**src/rtl/imem_loader.sv**
```systemverilog
// imem_loader: loads a program into the instruction memory from a byte stream.
// Bytes are packed little-endian into 32-bit words and written one word per
// WRITE cycle. The core stays stalled until a halt word, or the last memory
// word, has been written.
// Optional build macro IMEM_LOADER_CLEAR_EN: every load first zeroes the
// whole memory, so words the image does not cover read as zero.
module imem_loader #(
  parameter int unsigned DEPTH       = 1024,
  parameter int unsigned ADDR_W      = 10,
  parameter logic [6:0]  HALT_OPCODE = 7'b1111111
) (
  input  logic              clk,
  input  logic              reset,
  input  logic              start,
  input  logic              in_valid,
  input  logic [7:0]        in_data,
  output logic              in_ready,
  output logic              wr_en,
  output logic [ADDR_W-1:0] wr_addr,
  output logic [31:0]       wr_data,
  output logic              cpu_stall,
  output logic              done,
  output logic              overflow,
  output logic [ADDR_W:0]   word_count
);

  localparam int unsigned       CNT_W     = ADDR_W + 1;
  localparam logic [ADDR_W-1:0] LAST_ADDR = ADDR_W'(DEPTH - 1);

`ifdef IMEM_LOADER_CLEAR_EN
  typedef enum logic [2:0] {
    IDLE  = 3'd0,
    RECV  = 3'd1,
    WRITE = 3'd2,
    DONE  = 3'd3,
    CLEAR = 3'd4
  } state_e;
  localparam state_e LOAD_ENTRY = CLEAR;
`else
  typedef enum logic [2:0] {
    IDLE  = 3'd0,
    RECV  = 3'd1,
    WRITE = 3'd2,
    DONE  = 3'd3
  } state_e;
  localparam state_e LOAD_ENTRY = RECV;
`endif

  state_e            state_q, state_d;
  logic [1:0]        byte_cnt_q, byte_cnt_d;
  logic [ADDR_W-1:0] wr_addr_q, wr_addr_d;
  logic [31:0]       wr_data_q, wr_data_d;
  logic [CNT_W-1:0]  word_count_q, word_count_d;
  logic              done_q, done_d;
  logic              overflow_q, overflow_d;
  logic              in_ready_q, in_ready_d;
  logic              wr_en_q, wr_en_d;
  logic              cpu_stall_q, cpu_stall_d;

  // State register and registered outputs, synchronous active-high reset.
  always_ff @(posedge clk) begin
    if (reset) begin
      state_q      <= IDLE;
      byte_cnt_q   <= '0;
      wr_addr_q    <= '0;
      wr_data_q    <= '0;
      word_count_q <= '0;
      done_q       <= 1'b0;
      overflow_q   <= 1'b0;
      in_ready_q   <= 1'b0;
      wr_en_q      <= 1'b0;
      cpu_stall_q  <= 1'b0;
    end else begin
      state_q      <= state_d;
      byte_cnt_q   <= byte_cnt_d;
      wr_addr_q    <= wr_addr_d;
      wr_data_q    <= wr_data_d;
      word_count_q <= word_count_d;
      done_q       <= done_d;
      overflow_q   <= overflow_d;
      in_ready_q   <= in_ready_d;
      wr_en_q      <= wr_en_d;
      cpu_stall_q  <= cpu_stall_d;
    end
  end

  // Next-state logic; strobes are derived from the next state so they line up
  // with the state they belong to.
  always_comb begin
    state_d      = state_q;
    byte_cnt_d   = byte_cnt_q;
    wr_addr_d    = wr_addr_q;
    wr_data_d    = wr_data_q;
    word_count_d = word_count_q;
    done_d       = done_q;
    overflow_d   = overflow_q;

    case (state_q)
      IDLE, DONE: begin
        if (start) begin
          state_d      = LOAD_ENTRY;
          wr_addr_d    = '0;
          word_count_d = '0;
          byte_cnt_d   = '0;
          done_d       = 1'b0;
          overflow_d   = 1'b0;
`ifdef IMEM_LOADER_CLEAR_EN
          wr_data_d    = '0;
`endif
        end
      end
`ifdef IMEM_LOADER_CLEAR_EN
      CLEAR: begin
        if (wr_addr_q == LAST_ADDR) begin
          state_d   = RECV;
          wr_addr_d = '0;
        end else begin
          wr_addr_d = wr_addr_q + ADDR_W'(1);
        end
      end
`endif
      RECV: begin
        if (in_valid && in_ready_q) begin
          wr_data_d[{byte_cnt_q, 3'b000} +: 8] = in_data;
          byte_cnt_d = byte_cnt_q + 2'd1;
          if (byte_cnt_q == 2'd3) begin
            state_d = WRITE;
          end
        end
      end
      WRITE: begin
        word_count_d = word_count_q + CNT_W'(1);
        if (wr_data_q[6:0] == HALT_OPCODE) begin
          state_d = DONE;
          done_d  = 1'b1;
        end else if (wr_addr_q == LAST_ADDR) begin
          state_d    = DONE;
          done_d     = 1'b1;
          overflow_d = 1'b1;
        end else begin
          state_d    = RECV;
          wr_addr_d  = wr_addr_q + ADDR_W'(1);
          byte_cnt_d = '0;
        end
      end
      default: begin
        state_d = IDLE;
      end
    endcase

    in_ready_d  = (state_d == RECV);
`ifdef IMEM_LOADER_CLEAR_EN
    wr_en_d     = (state_d == WRITE) || (state_d == CLEAR);
`else
    wr_en_d     = (state_d == WRITE);
`endif
    cpu_stall_d = (state_d != IDLE) && (state_d != DONE);
  end

  assign in_ready   = in_ready_q;
  assign wr_en      = wr_en_q;
  assign wr_addr    = wr_addr_q;
  assign wr_data    = wr_data_q;
  assign cpu_stall  = cpu_stall_q;
  assign done       = done_q;
  assign overflow   = overflow_q;
  assign word_count = word_count_q;

endmodule

```
**config.mk**
```make
export PLATFORM = sky130hd
export DESIGN_NAME = imem_loader
export DESIGN_NICKNAME = d
export VERILOG_FILES = /design/src/rtl/imem_loader.sv
export SDC_FILE = /design/constraint.sdc
export NUM_CORES = 1
export LEC_CHECK = 0
export CORE_MARGIN = 4
export CORE_UTILIZATION = 38
export DETAILED_ROUTE_END_ITERATION = 8
export SKIP_LAST_GASP = 1
export SYNTH_ARGS = -nofsm -noshare
export SYNTH_HDL_FRONTEND = slang
export SYNTH_SLANG_ARGS = --single-unit
export TNS_END_PERCENT = 10
```
**constraint.sdc**
```tcl
create_clock -name clk -period 2.9 [get_ports clk]
set_input_delay 0.435 -clock clk [delete_from_list [all_inputs] [get_ports clk]]
set_output_delay 0.435 -clock clk [all_outputs]
set_load 0.05 [all_outputs]
```
After elaboration in Yosys (flattened, before gate mapping)
Index checks and enable logic that the tools add are counted.
- output and inout port bits: 58
- logic and storage cells: 68
- input port bits: 12
- register bits: 63
- shifts and indexed selects: 2
- reduce and logical (&&, ||, !) cells: 13
- equality and inequality tests: 15
- add/subtract/negate cells: 4
- multiplexer cells: 24
- operators by type and width (operator ; number):
    bitwise mux 32 bit ; 1
    variable shift 8 x 7 -> 32 bit (first input constant) ; 1
    indexed part select 8 x 7 -> 32 bit ; 1
    2-to-1 mux 10 bit ; 3
    one-hot mux 11 bit (2 select lines) ; 1
    one-hot mux 10 bit (2 select lines) ; 1
    2-to-1 mux 2 bit ; 6
    adder 11 x 1 -> 11 bit (second input constant) ; 1
    2-to-1 mux 11 bit ; 1
    adder 10 x 1 -> 10 bit (second input constant) ; 1
    == test 10 bit (second input constant) ; 1
    inequality test 2 bit (second input constant) ; 5
    == test 3 x 2 -> 1 bit (second input constant) ; 3
    2-to-1 mux 3 bit ; 3
    one-hot mux 3 bit (3 select lines) ; 1
    AND reduction 4 bit ; 2
    == test 7 bit (second input constant) ; 1
    negator 5 -> 7 bit ; 1
    == test 3 x 1 -> 1 bit (second input constant) ; 2
    one-hot mux 2 bit (3 select lines) ; 1
    nonzero test 3 bit ; 2
    AND reduction 5 bit ; 1
    2-to-1 mux 1 bit ; 4
    one-hot mux 1 bit (2 select lines) ; 2
    10 further kinds ; 12

Longest topological paths before layout
- word-level depth: 6
- mapped depth: 8
- gate-level depth less buffers: 6

Worst setup path before layout
OpenSTA, ideal clock, no wires.
- kind: register to register
- start point: register wr_addr_q[0], in the netlist wr_addr[0]
- end point: register wr_addr_q[9], in the netlist wr_addr[9]
- slack: 0.716 ns
- period minus slack after synthesis: 2.184 ns
- data required time: 2.830 ns
- arrival: 2.114 ns
- stages on the path, launching flop included: 8
- buffers on the path: 1
- library setup time: 0.070 ns
- cells stage by stage: dfxtp_1 ha_1 nand3_1 nor4_1 or4_4 buf_6 or4_1 a21oi_1
- word-level cells in the longest chain between the ends: 4
- elaborated cells on any way between the ends: 7
- those cells by class: add/sub: 1; eq/ne: 2; mux: 3; reduce/logical: 1
- ends and longest elaborated chain (item ; RTL line ; source):
    start: declaration ; 51 ; logic [ADDR_W-1:0] wr_addr_q, wr_addr_d;
    start signal: assignment ; 76 ; wr_addr_q <= wr_addr_d;
    adder 10 x 1 -> 10 bit ; 142 ; wr_addr_d = wr_addr_q + ADDR_W'(1);
    2-to-1 mux 10 bit ; 136 ; end else if (wr_addr_q == LAST_ADDR) begin
    2-to-1 mux 10 bit ; 133 ; if (wr_data_q[6:0] == HALT_OPCODE) begin
    one-hot mux 10 bit (2 select lines) ; 98 ; case (state_q)
Parallel ways exist; a longest one is shown, timed or not. The select of a mux whose other input is x is not followed.
A chain may end at the register's enable or synchronous reset.

Worst setup path in the final report
- start point: register state_q[2]
- end point: register wr_addr_q[9], in the netlist wr_addr[9]
- word-level cells in the longest chain between the ends: 4
- elaborated cells on any way between the ends: 10
- those cells by class: eq/ne: 5; mux: 1; reduce/logical: 4
- ends and longest elaborated chain (item ; RTL line ; source):
    start: declaration ; 49 ; state_e state_q, state_d;
    start signal: assignment ; 74 ; state_q <= state_d;
    == test 3 x 2 -> 1 bit / logical NOT 3 bit (equally long branches) ; 98 ;
    OR reduction 2 bit ; 98 ;
    inequality test 2 bit (no source line) / nonzero test 2 bit (equally long branches) ; - ;
    AND reduction 4 bit (no source line) ; - ;
Parallel ways exist; a longest one is shown, timed or not.

==> impl_metrics.toml <==
[status]
status = "completed"

[timing]
rsz0062_at_grt = "false"
finalHoldViolations = 0
finalSetupTns_ns = 0
max_slew_margin_pct = 48.7
setup-violations-final = 0
slew_viol_final = 0
worst_pin_slew_ns = 0.764
timing.final.crit_share_pct = 75.5
maxClockFrequency_mhz = 457
min_period_ns = 2.19
clock_skew_ns = 0.00894

[floorplanning]
die_w_um = 94.5
row_count = 31
initial_core_util_pct = 39.2
coreArea_sq_um = 7250
io_pins = 70
dieArea_sq_um = 8940
die_y_um = 94.5

[placed_design]
place_congestion = 0.845
place_hpwl_um = 5380
place_inst = 502
portBuffers = 69
place_area_sq_um = 3590

[final_layout]
syn2layout_area_growth_pct = 33.6
drive_gt1_share_pct = 6.44
seq_area_sq_um = 1260
final_nets = 434
nFillCells = 724
n_antenna_cell = 0
multi_input_area_sq_um = 1470
final_area_sq_um = 3800
finalNonFillerCells = 518

[global_route]
grt_max_degree = 37
use_met2_pct = 28.4
grtUsageMet3_pct = 4.78
grt_pass1_vias = 2591
antenna_found_initial = 0
grt_use_total_pct = 17.5
use_met1_pct = 22.0
grt_pass1_wl_um = 12400
grt-ovfl-total = 0
top_usage_layer = "met2"

[worst_hold_path]
hold_class = "reg -> reg"

[clock_tree]
h-tree-depth = 3
clock-sinks = 63
cts_root_buf = "clkbuf_8"
cts_resized = 0
cts_tree = "built"
path_clk_slew_ns = 0.07
clock_latency_ns = 0.34
cts_buffer_depth = 2
post-cts-setup-buffers = 0
cts-hold-fix-buffers = 0
cts_buffers = 9

[setup_path]
worstSetupStartpoint = "state_q[2]"
end_kind = "register"
criticalPathCategory = "reg -> reg"
required_ns = 3.16
reg2reg_slack_ns = 0.71
endpoint = "wr_addr[9]"
r2r_start = "state_q[2]"
r2r_cells = 5
crit_fanout = 13
worstPathArrival_ns = 2.45
r2r_end = "wr_addr[9]"
crit_path_start_kind = "register"

[detailed_routing]
drtIter0Drc = 86
drtAntennaViolNets = 0
drc_errors = 0
detail_route.wirelength_um = 7610
vias = 2718
routed_via_density = 5.25
drt-pass1-iter-count = 4
wl_per_cell_um = 14.7

[run]
maxCapViolations = 0

[yosys]
synth_area_leaders = "dfxtp_1, a21oi_1, nand2_1"
yosysSeqAreaShare_pct = 44.3
synth-edff-count = 0
synthArstFlopShare_pct = 0
yosys.area.top_type = "dfxtp_1"
synth_fp_nets = 369
yosysUniqueCellTypes = 48
synth_top_area_share_pct = 44.3
yosys_warnings = 0
syn-mean-instance-area_sq_um = 8.15
syn_area_sq_um = 2850
syn_inst = 349
synth_seq_cells = 63
ys.flop_type = "dfxtp_1"

[pwr]
total_leakage_power_nw = 1.22
vdd_ir_drop_max_v = 0.000218
powerDensity_nw_per_um2 = 470
==> cells in the final DEF (no fill, tap or decap), types with 2 or more instances in the layout <==
| cell | count |
|---|---|
| bufinv_16 | 2 |
| a21oi_1 | 50 |
| a41oi_1 | 3 |
| o31ai_1 | 7 |
| and3_4 | 2 |
| a21o_1 | 2 |
| nor2_1 | 22 |
| clkinv_2 | 4 |
| nand3_1 | 37 |
| mux2i_1 | 2 |
| and2_1 | 7 |
| nor4_1 | 5 |
| o21a_1 | 2 |
| nor3_1 | 5 |
| inv_1 | 5 |
| a311oi_1 | 3 |
| nand3b_1 | 3 |
| clkdlybuf4s50_1 | 69 |
| dfxtp_1 | 63 |
| nor3b_1 | 2 |
| nand4_1 | 5 |
| a211oi_1 | 2 |
| nand2_1 | 60 |
| clkbuf_8 | 9 |
| or4_1 | 4 |
| buf_4 | 3 |
| o21ai_0 | 11 |
| ha_1 | 8 |
==> cell usage after synthesis, types with 2 or more instances <==
library cell / count
dfxtp_1: 63
nand2_1: 60
a21oi_1: 50
nand3_1: 37
nor2_1: 22
o21ai_0: 11
clkbuf_1: 9
ha_1: 8
and2_1: 7
o31ai_1: 7
buf_2: 6
inv_1: 5
nand4_1: 5
nor3_1: 5
nor4_1: 5
or4_1: 4
a311oi_1: 3
a41oi_1: 3
nand3b_1: 3
a211oi_1: 2
a21o_1: 2
and3_4: 2
buf_6: 2
mux2i_1: 2
nor3b_1: 2
o21a_1: 2
==> power by group <==
part | switching, W | internal [W]
logic | 0.0000568 | 0.0000319
clock network | 0.000343 | 0.000477
registers | 0.00000698 | 0.000869
total | 0.000407 | 0.00138
==> worst min path at each step <==
stage                        from            end  slack [ns]  cells after the start
detailed placement    wr_data[12]    wr_data[12]        0.45                      2
global placement      wr_data[28]    wr_data[28]        0.44                      2
CTS                   wr_data[18]    wr_data[18]        0.46                      2
global route          wr_data[31]    wr_data[31]        0.47                      2
finish                wr_data[12]    wr_data[12]        0.45                      2
floorplan           byte_cnt_q[1]  byte_cnt_q[1]        0.50                      2
==> critical path: stages (launching register included) <==
cell     delay, ns
dfxtp_1       0.53
nor3b_2       0.20
and3_4        0.21
or4_4         0.59
or4_1         0.43
a21oi_1       0.14
==> per-layer routing <==
layer	part of all wire (%)	up-vias	wire length [um]
met5	0	-	0
met2	47	68	3560
li1	-	1380	-
met4	1.8	0	139
met3	5.3	15	405
met1	46	1255	3510
==> logic make-up after synthesis <==
family | synth area share [%]
AND/OR/NAND/NOR | 29.3
AO/OA/AOI/OAI | 17.8
flip-flops | 44.3
buffers and inverters | 3.96
adder cells (fa/ha/maj) | 3.52
multiplexers | 0.704
other | 0.132
XOR/XNOR | 0.308
==> metrics by stage <==
step           utilization, %  hold slack, ns  setup slack, ns  total power, W
4_1_cts                  52.4           0.456            0.720         0.00181
2_1_floorplan               -           0.498            0.716        0.000947
3_5_place_dp             49.5           0.446            0.408        0.000985
3_3_place_gp             49.5           0.437            0.481        0.000985
5_1_grt                  52.4           0.472            0.522         0.00185
6_report                 52.4           0.454            0.710         0.00179
==> flip-flops by register name, summed over array words and instances (netlist names) <==
signal	cells
done	1
wr_data	32
word_count	11
state_q	3
cpu_stall	1
byte_cnt_q	2
overflow	1
wr_en	1
wr_addr	10
in_ready	1
==> final cells by class <==
| class | count | area share, % |
|---|---|---|
| clock buffer | 9 | 3.26 |
| inverter | 5 | 0.494 |
| multi-input combinational | 263 | 38.7 |
| timing repair buffer | 72 | 18.8 |
| sequential | 63 | 33.2 |
| tap | 99 | 3.26 |
| clock inverter | 7 | 2.30 |
Power figures use the tool's default switching activity.
